--- src/rtl/ls_counter_pkg.sv ---
// Shared definitions for the LS-style cascadable counters: slice width,
// slice-count helper and the control-priority encoding.
package ls_counter_pkg;

    localparam int SLICE_W = 4;

    typedef enum logic [1:0] {
        CTL_CLR,
        CTL_LOAD,
        CTL_COUNT,
        CTL_HOLD
    } ctl_e;

    function automatic int nslices(input int width);
        return width / SLICE_W;
    endfunction

endpackage

--- src/rtl/ls_down_slice.sv ---
// 4-bit synchronous presettable down-counter slice with ripple-borrow output.
module ls_down_slice
    import ls_counter_pkg::*;
#(
    parameter logic [3:0] RESET_VAL = 4'd0
) (
    input  logic       CLK,
    input  logic       CLR,
    input  logic [3:0] D,
    input  logic       LOAD_n,
    input  logic       ENP,
    input  logic       ENT,
    output logic [3:0] Q,
    output logic       RBO
);

    logic [3:0] q_reg;
    ctl_e       ctl_next;

    always_comb begin
        ctl_next = CTL_HOLD;
        if (CLR)
            ctl_next = CTL_CLR;
        else if (!LOAD_n)
            ctl_next = CTL_LOAD;
        else if (ENP && ENT)
            ctl_next = CTL_COUNT;
    end

    always_ff @(posedge CLK) begin
        case (ctl_next)
            CTL_CLR:   q_reg <= RESET_VAL;
            CTL_LOAD:  q_reg <= D;
            CTL_COUNT: q_reg <= q_reg - 4'd1;
            default:   q_reg <= q_reg;
        endcase
    end

    assign Q   = q_reg;
    // Borrow is purely combinational so the next slice's ENT sees it this cycle.
    assign RBO = ENT && (q_reg == 4'd0);

endmodule

--- src/rtl/ls_down_counter.sv ---
// WIDTH-bit presettable down-counter built from chained 4-bit slices, with a
// sticky underflow flag. Optional auto-reload on wrap: LS_DOWN_AUTO_RELOAD_EN.
module ls_down_counter
    import ls_counter_pkg::*;
#(
    parameter int               WIDTH     = 4,
    parameter logic [WIDTH-1:0] RESET_VAL = '0
) (
    input  logic             CLK,
    input  logic             CLR,
    input  logic [WIDTH-1:0] D,
    input  logic             LOAD_n,
    input  logic             ENP,
    input  logic             ENT,
    output logic [WIDTH-1:0] Q,
    output logic             RBO,
    output logic             UF
);

    localparam int NS = nslices(WIDTH);

    logic [NS:0]      ent_chain;
    logic [WIDTH-1:0] q_bus;
    logic [WIDTH-1:0] slice_d;
    logic             slice_load_n;
    logic             wrap;
    logic             uf_reg;
    ctl_e             ctl_next;

    assign ent_chain[0] = ENT;
    assign RBO          = ent_chain[NS];
    // An enabled edge while the whole counter reads zero is the underflow edge.
    assign wrap         = ENP && RBO;

`ifdef LS_DOWN_AUTO_RELOAD_EN
    logic [WIDTH-1:0] reload_reg;

    always_ff @(posedge CLK) begin
        if (CLR)
            reload_reg <= RESET_VAL;
        else if (!LOAD_n)
            reload_reg <= D;
    end

    // Turn the wrap edge into an internal load of the reload value.
    assign slice_load_n = LOAD_n && !wrap;
    assign slice_d      = LOAD_n ? reload_reg : D;
`else
    assign slice_load_n = LOAD_n;
    assign slice_d      = D;
`endif

    generate
        for (genvar gi = 0; gi < NS; gi++) begin : g_slice
            ls_down_slice #(
                .RESET_VAL (RESET_VAL[gi*SLICE_W +: SLICE_W])
            ) u_slice (
                .CLK    (CLK),
                .CLR    (CLR),
                .D      (slice_d[gi*SLICE_W +: SLICE_W]),
                .LOAD_n (slice_load_n),
                .ENP    (ENP),
                .ENT    (ent_chain[gi]),
                .Q      (q_bus[gi*SLICE_W +: SLICE_W]),
                .RBO    (ent_chain[gi+1])
            );
        end
    endgenerate

    always_comb begin
        ctl_next = CTL_HOLD;
        if (CLR)
            ctl_next = CTL_CLR;
        else if (!LOAD_n)
            ctl_next = CTL_LOAD;
        else if (ENP && ENT)
            ctl_next = CTL_COUNT;
    end

    always_ff @(posedge CLK) begin
        case (ctl_next)
            CTL_CLR, CTL_LOAD: uf_reg <= 1'b0;
            CTL_COUNT:         uf_reg <= uf_reg || wrap;
            default:           uf_reg <= uf_reg;
        endcase
    end

    assign Q  = q_bus;
    assign UF = uf_reg;

endmodule

--- config.mk ---
export PLATFORM = sky130hd
export DESIGN_NAME = ls_down_counter
export DESIGN_NICKNAME = d
export VERILOG_FILES = /design/src/rtl/ls_counter_pkg.sv /design/src/rtl/ls_down_slice.sv /design/src/rtl/ls_down_counter.sv
export SDC_FILE = /design/constraint.sdc
export NUM_CORES = 1
export LEC_CHECK = 0
export BUFFER_PORTS_ARGS = -buffer_cell sky130_fd_sc_hd__buf_2
export CAP_MARGIN = 20
export CELL_PAD_IN_SITES_DETAIL_PLACEMENT = 1
export CELL_PAD_IN_SITES_GLOBAL_PLACEMENT = 1
export CORE_AREA = 2 2 39 41
export CTS_CLUSTER_DIAMETER = 80
export DETAILED_ROUTE_END_ITERATION = 12
export DIE_AREA = 0 0 41 43
export PLACE_DENSITY = 0.56
export RECOVER_POWER = 25
export SLEW_MARGIN = 20
export SYNTH_ARGS = -nofsm -noshare
export SYNTH_HDL_FRONTEND = slang
export SYNTH_SLANG_ARGS = --single-unit
--- constraint.sdc ---
create_clock -name CLK -period 1.6 [get_ports CLK]
set_input_delay 0.32 -clock CLK [delete_from_list [all_inputs] [get_ports CLK]]
set_output_delay 0.32 -clock CLK [all_outputs]
set_load 0.02 [all_outputs]
* Word-level counts from Yosys, hierarchy flattened
Index checks and enable logic that the tools add are counted.
Storage, ports and cells: flip-flop bits (word level) 5, input port bits 9, output and inout bits 6, word-level logic and storage cells 19
Operators by class: add/sub/neg operators 1, equal/unequal tests 2, mux-type cells 5, reduce and logical (&&, ||, !) cells 9
Operators with widths (number):
- 4-bit one-hot mux with 3 select lines | 1
- 4-bit logical NOT | 1
- 2-bit two-way mux | 2
- 4-bit by 1-bit subtractor with 4-bit output (second input constant) | 1
- 1-bit logical AND | 3
- 3-bit nonzero test | 1
- 2-bit by 1-bit equality test with 1-bit output (second input constant) | 1
- 2-bit equality test (second input constant) | 1
- 2-bit logical NOT | 1
- 1-bit one-hot mux with 2 select lines | 1
- 2-bit nonzero test | 1
- 2-bit OR reduction | 1
- 1-bit logical OR | 1
- 1-bit two-way mux | 1

* Longest topological paths before layout
depth after elaboration 7, gate-level depth with buffers 5, mapped depth without buffers 5

* Hierarchy
Synthesis repeated with hierarchy kept, for this count alone.
Second synthesis, totals: cell total of the unflattened synthesis 29, area total of the unflattened synthesis 311.5 µm²
By module, submodules not included:
- ls_down_slice | instances 1, cells an instance 24, area an instance 251.5 µm², seq. area each 120.1 µm²
- ls_down_counter | instances 1, cells an instance 5, area an instance 60.1 µm², seq. area each 30.0 µm²

* Least setup slack after synthesis
Ideal clock, no wire load.
kind reg2reg, start point register g_slice[0].u_slice.q_reg[0], end point register uf_reg, in the netlist UF, data pin, library setup time 0.252 ns, arrival time 1.179 ns, data required time 1.348 ns, slack 0.168 ns, cell stages (with the launch flop) 6, path buffers 0, period minus slack after synthesis 1.432 ns, cell sequence edfxtp_1 > inv_1 > ha_1 > and4bb_4 > a21oi_2 > nor2_2
Between the ends: word-level cells in the longest chain between the ends 5
RTL lines:
- start, declared | line ls_down_slice.sv:17 | logic [3:0] q_reg;
- start signal, assigned | line ls_down_slice.sv:34 | CTL_COUNT: q_reg <= q_reg - 4'd1;
- start signal, assigned | line ls_down_slice.sv:35 | default: q_reg <= q_reg;
- 4-bit logical NOT | line ls_down_slice.sv:41 | assign RBO = ENT && (q_reg == 4'd0);
- 1-bit logical AND | line ls_down_slice.sv:41
- named net RBO | line ls_down_counter.sv:16 | output logic RBO,
- 1-bit logical AND | line ls_down_counter.sv:33 | assign wrap = ENP && RBO;
- 1-bit logical OR | line ls_down_counter.sv:83 | CTL_COUNT: uf_reg <= uf_reg || wrap;
- 1-bit one-hot mux with 2 select lines | line ls_down_counter.sv:81 | case (ctl_next)
- end signal, assigned | line ls_down_counter.sv:83
- end signal, assigned | line ls_down_counter.sv:84 | default: uf_reg <= uf_reg;
- end, declared | line ls_down_counter.sv:27 | logic uf_reg;
The timed path passes the listed nets, and every way through them passes these cells. A chain may end at the register's enable or synchronous reset.

* Worst setup path in the final report
start point register g_slice[0].u_slice.q_reg[1], end point output RBO
Between the ends: word-level cells in the longest chain between the ends 2
RTL lines (line):
- 4-bit logical NOT | ls_down_slice.sv:41
- 1-bit logical AND | ls_down_slice.sv:41
- end, declared | ls_down_counter.sv:16
Every way passes these cells.

==> results.md <==
- Most frequent cells in the layout: buf_2 (12), nand2_1 (6), edfxtp_1 (5)
- Sequential share of power: 39.4%
- RePlAce Congestion: 0.673
- Gr usage total: 10.5%
- Initial antenna violation count: 0
- CTS H-tree lvls: 1
- Core footprint: 1380 um^2
- Die area: 1760 um^2
- Hold Buf Count CTS: 0
- Critical path class: reg -> out
- Worst path required time: 1280 ps
- Mean post-synth cell area: 11.5 um^2
- Crit-path max FO: 2
- Top Family by Delay on Critical Path: flip-flops
- Post-Syn Nets: 37
- Final Util: 33.7%
- Synth area leader: edfxtp_1
- Ant. Diodes: 0
- Inst Count DP: 57
- Hold Path Class: in -> reg
- Crit path cell chain: inv_2 > ha_4 > and4bb_4 > buf_6
- Leakage: 0.199 nW
- Root Driver: clkbuf_4
- Remaining DRCs: 0
- Largest net degree at the start of global routing: 6
- Clock Skews: 1.81 ps
- Internal: 0.000305 W
- Clock Latency Late Sink: 240 ps
- Initial Util: 22.4%
- Relative slew margins: 82.6%
- Clk pwr share: 34.6%
- Routed Antenna Nets: 0
- Storage element area: 150 um^2
- CTS Buf Count: 3
- Total vias in the final route: 256
- Area of the multi-input gates: 165 um^2
- Post-Layout Cell Count: 64
- Drt total wl: 720 um
- Tmin final: 1540 ps
- Row count: 14
- Port Buffers: 14
- Area Growth Syn to Fin: 50.4%
- F_max: 650 MHz
- Slew Viols, Final: 0
- Status: completed
- Final TNS setup: 0 ps
- Cells after Synth: 27
- Clock Tree Buf Depth: 2
- Post-DP HPWL: 552 um
- Period utilization: 96.2%
- RSZ-0062 raised after global routing: false
- Worst-margin pin slew: 260 ps
- Die width: 41 um
- Setup violators final: 0
- Per-cell routed wire length: 11.3 um
- CTS tree: yes
- Layout Nets: 59
- Die Height: 43 um
- Top cell type's share of synthesized area: 48.4%
- Slowest cell on the critical path: edfxtp_1
- Slowest stage delay, CP: 400 ps
- Cell Area, Synth: 310 um^2
- Worst setup SP type: flip-flop
- Max Cap Violations: 0
- Highest ir drop seen on vdd: 0.000281 V
- Pwr/cell area: 902 nW/um^2
- Netlist cell types: 14
- Clk sinks: 5
- Fillers: 171
- GRT overflow: 0
- Seq cells post-synth: 5
- Num ports: 15
- Clock transition at the registers of the reported paths: 40 ps
- Most common cell after layout, fill and taps aside: buf_2
- Crit path DAT: 1220 ps
- Crit path buffers/inverters: 2
- Largest cells by area after synthesis: edfxtp_1 (48%), nand2_1 (7.3%), nand3_4 (5.6%)
- Vias in the first global route: 292
- Sw power: 0.000116 W
- Worst hold slack: 368 ps
- First-pass DRT Iterations: 2
- Switching Fraction: 27.6%
- First-pass GRT wire length: 1.21 mm
- Register area share after synthesis: 48.4%
- Crit end category: output pin
- YS warnings: 0
- Routed vias/inst: 4.00
- Logic pwr share: 26.0%
- Share of layout cells above drive strength 1: 60.4%
- Iter 0 DRT Violations: 1
- Hold Vio Cnt, Final: 0
[timing repair]
item,in CTS,in global routing
gates resized for setup,3,3
pin swaps,0,1
endpoints found under the setup margin,1,1
buffers inserted,2,1
[final cells by class]
class,count,area share (%)
clock buffer,4,5.63
inverter,2,1.61
multi-input combinational,20,35.4
sequential,5,32.2
tap,16,4.29
timing repair buffer,17,20.9
[registers in the layout (all words and copies together) (netlist names)]
register           cells
g_slice.u_slice.Q      4
UF                     1
[cells in the mapped netlist]
master / instances
nor2_1: 1
nor2b_4: 1
o21ai_0: 3
o21ai_2: 1
nand2_1: 6
nor2_2: 1
a21oi_2: 1
nand3_4: 1
xnor2_1: 2
inv_1: 2
edfxtp_1: 5
and4bb_4: 1
nor3_2: 1
ha_1: 1
[cells by family (layout without fill, tap and decap cells)]
family                   Yosys count  in the layout  synth area share [%]
adder cells (fa/ha/maj)            1              1                  4.03
AO/OA/AOI/OAI                      5              5                  10.5
AND/OR/NAND/NOR                   12             12                  29.0
flip-flops                         5              5                  48.4
XOR/XNOR                           2              2                  5.65
buffers and inverters              2             23                  2.42
[worst paths after layout]
path	start	to	cells past startpoint	slack (ps)
worst max-delay path	g_slice[0].u_slice.Q[1]	RBO	4	60
worst min-delay path	D[1]	g_slice[0].u_slice.Q[1]	3	370
worst min register to register	UF	UF	2	580
worst max register to register	g_slice[0].u_slice.Q[0]	UF	6	270
[stage by stage]
stage | worst slack, ps | area (um^2) | power, W
6_report | 61.2 | 467 | 0.000421
5_1_grt | 0.383 | 467 | 0.000454
4_1_cts | 10.6 | 450 | 0.000417
3_5_place_dp | 175 | 400 | 0.000259
3_3_place_gp | 201 | 400 | 0.000258
2_1_floorplan | 168 | 310 | 0.000225
[routing by layer]
layer | vias up | global-route usage [%] | wire [um]
met2 | 6 | 15.6 | 390
met3 | 0 | 3.14 | 26
met4 | 0 | 8.00 | 0
li1 | 137 | - | -
met1 | 113 | 11.8 | 303
met5 | - | 0 | 0
[power by group through the flow]
stage          Clock [W]  Sequential, W  Combinational [W]
6_report        0.000146       0.000166           0.000110
3_3_place_gp           0       0.000169          0.0000892
3_5_place_dp           0       0.000170          0.0000886
4_1_cts         0.000149       0.000165           0.000102
2_1_floorplan          0       0.000182          0.0000434
5_1_grt         0.000165       0.000167           0.000122
[worst min-delay path: cells and delay by family]
kind,cells,cell delay (ps)
simple gates,1,40
buf+inv,1,70
compound gates,1,60
No activity file was read; power rests on OpenSTA's default activity.
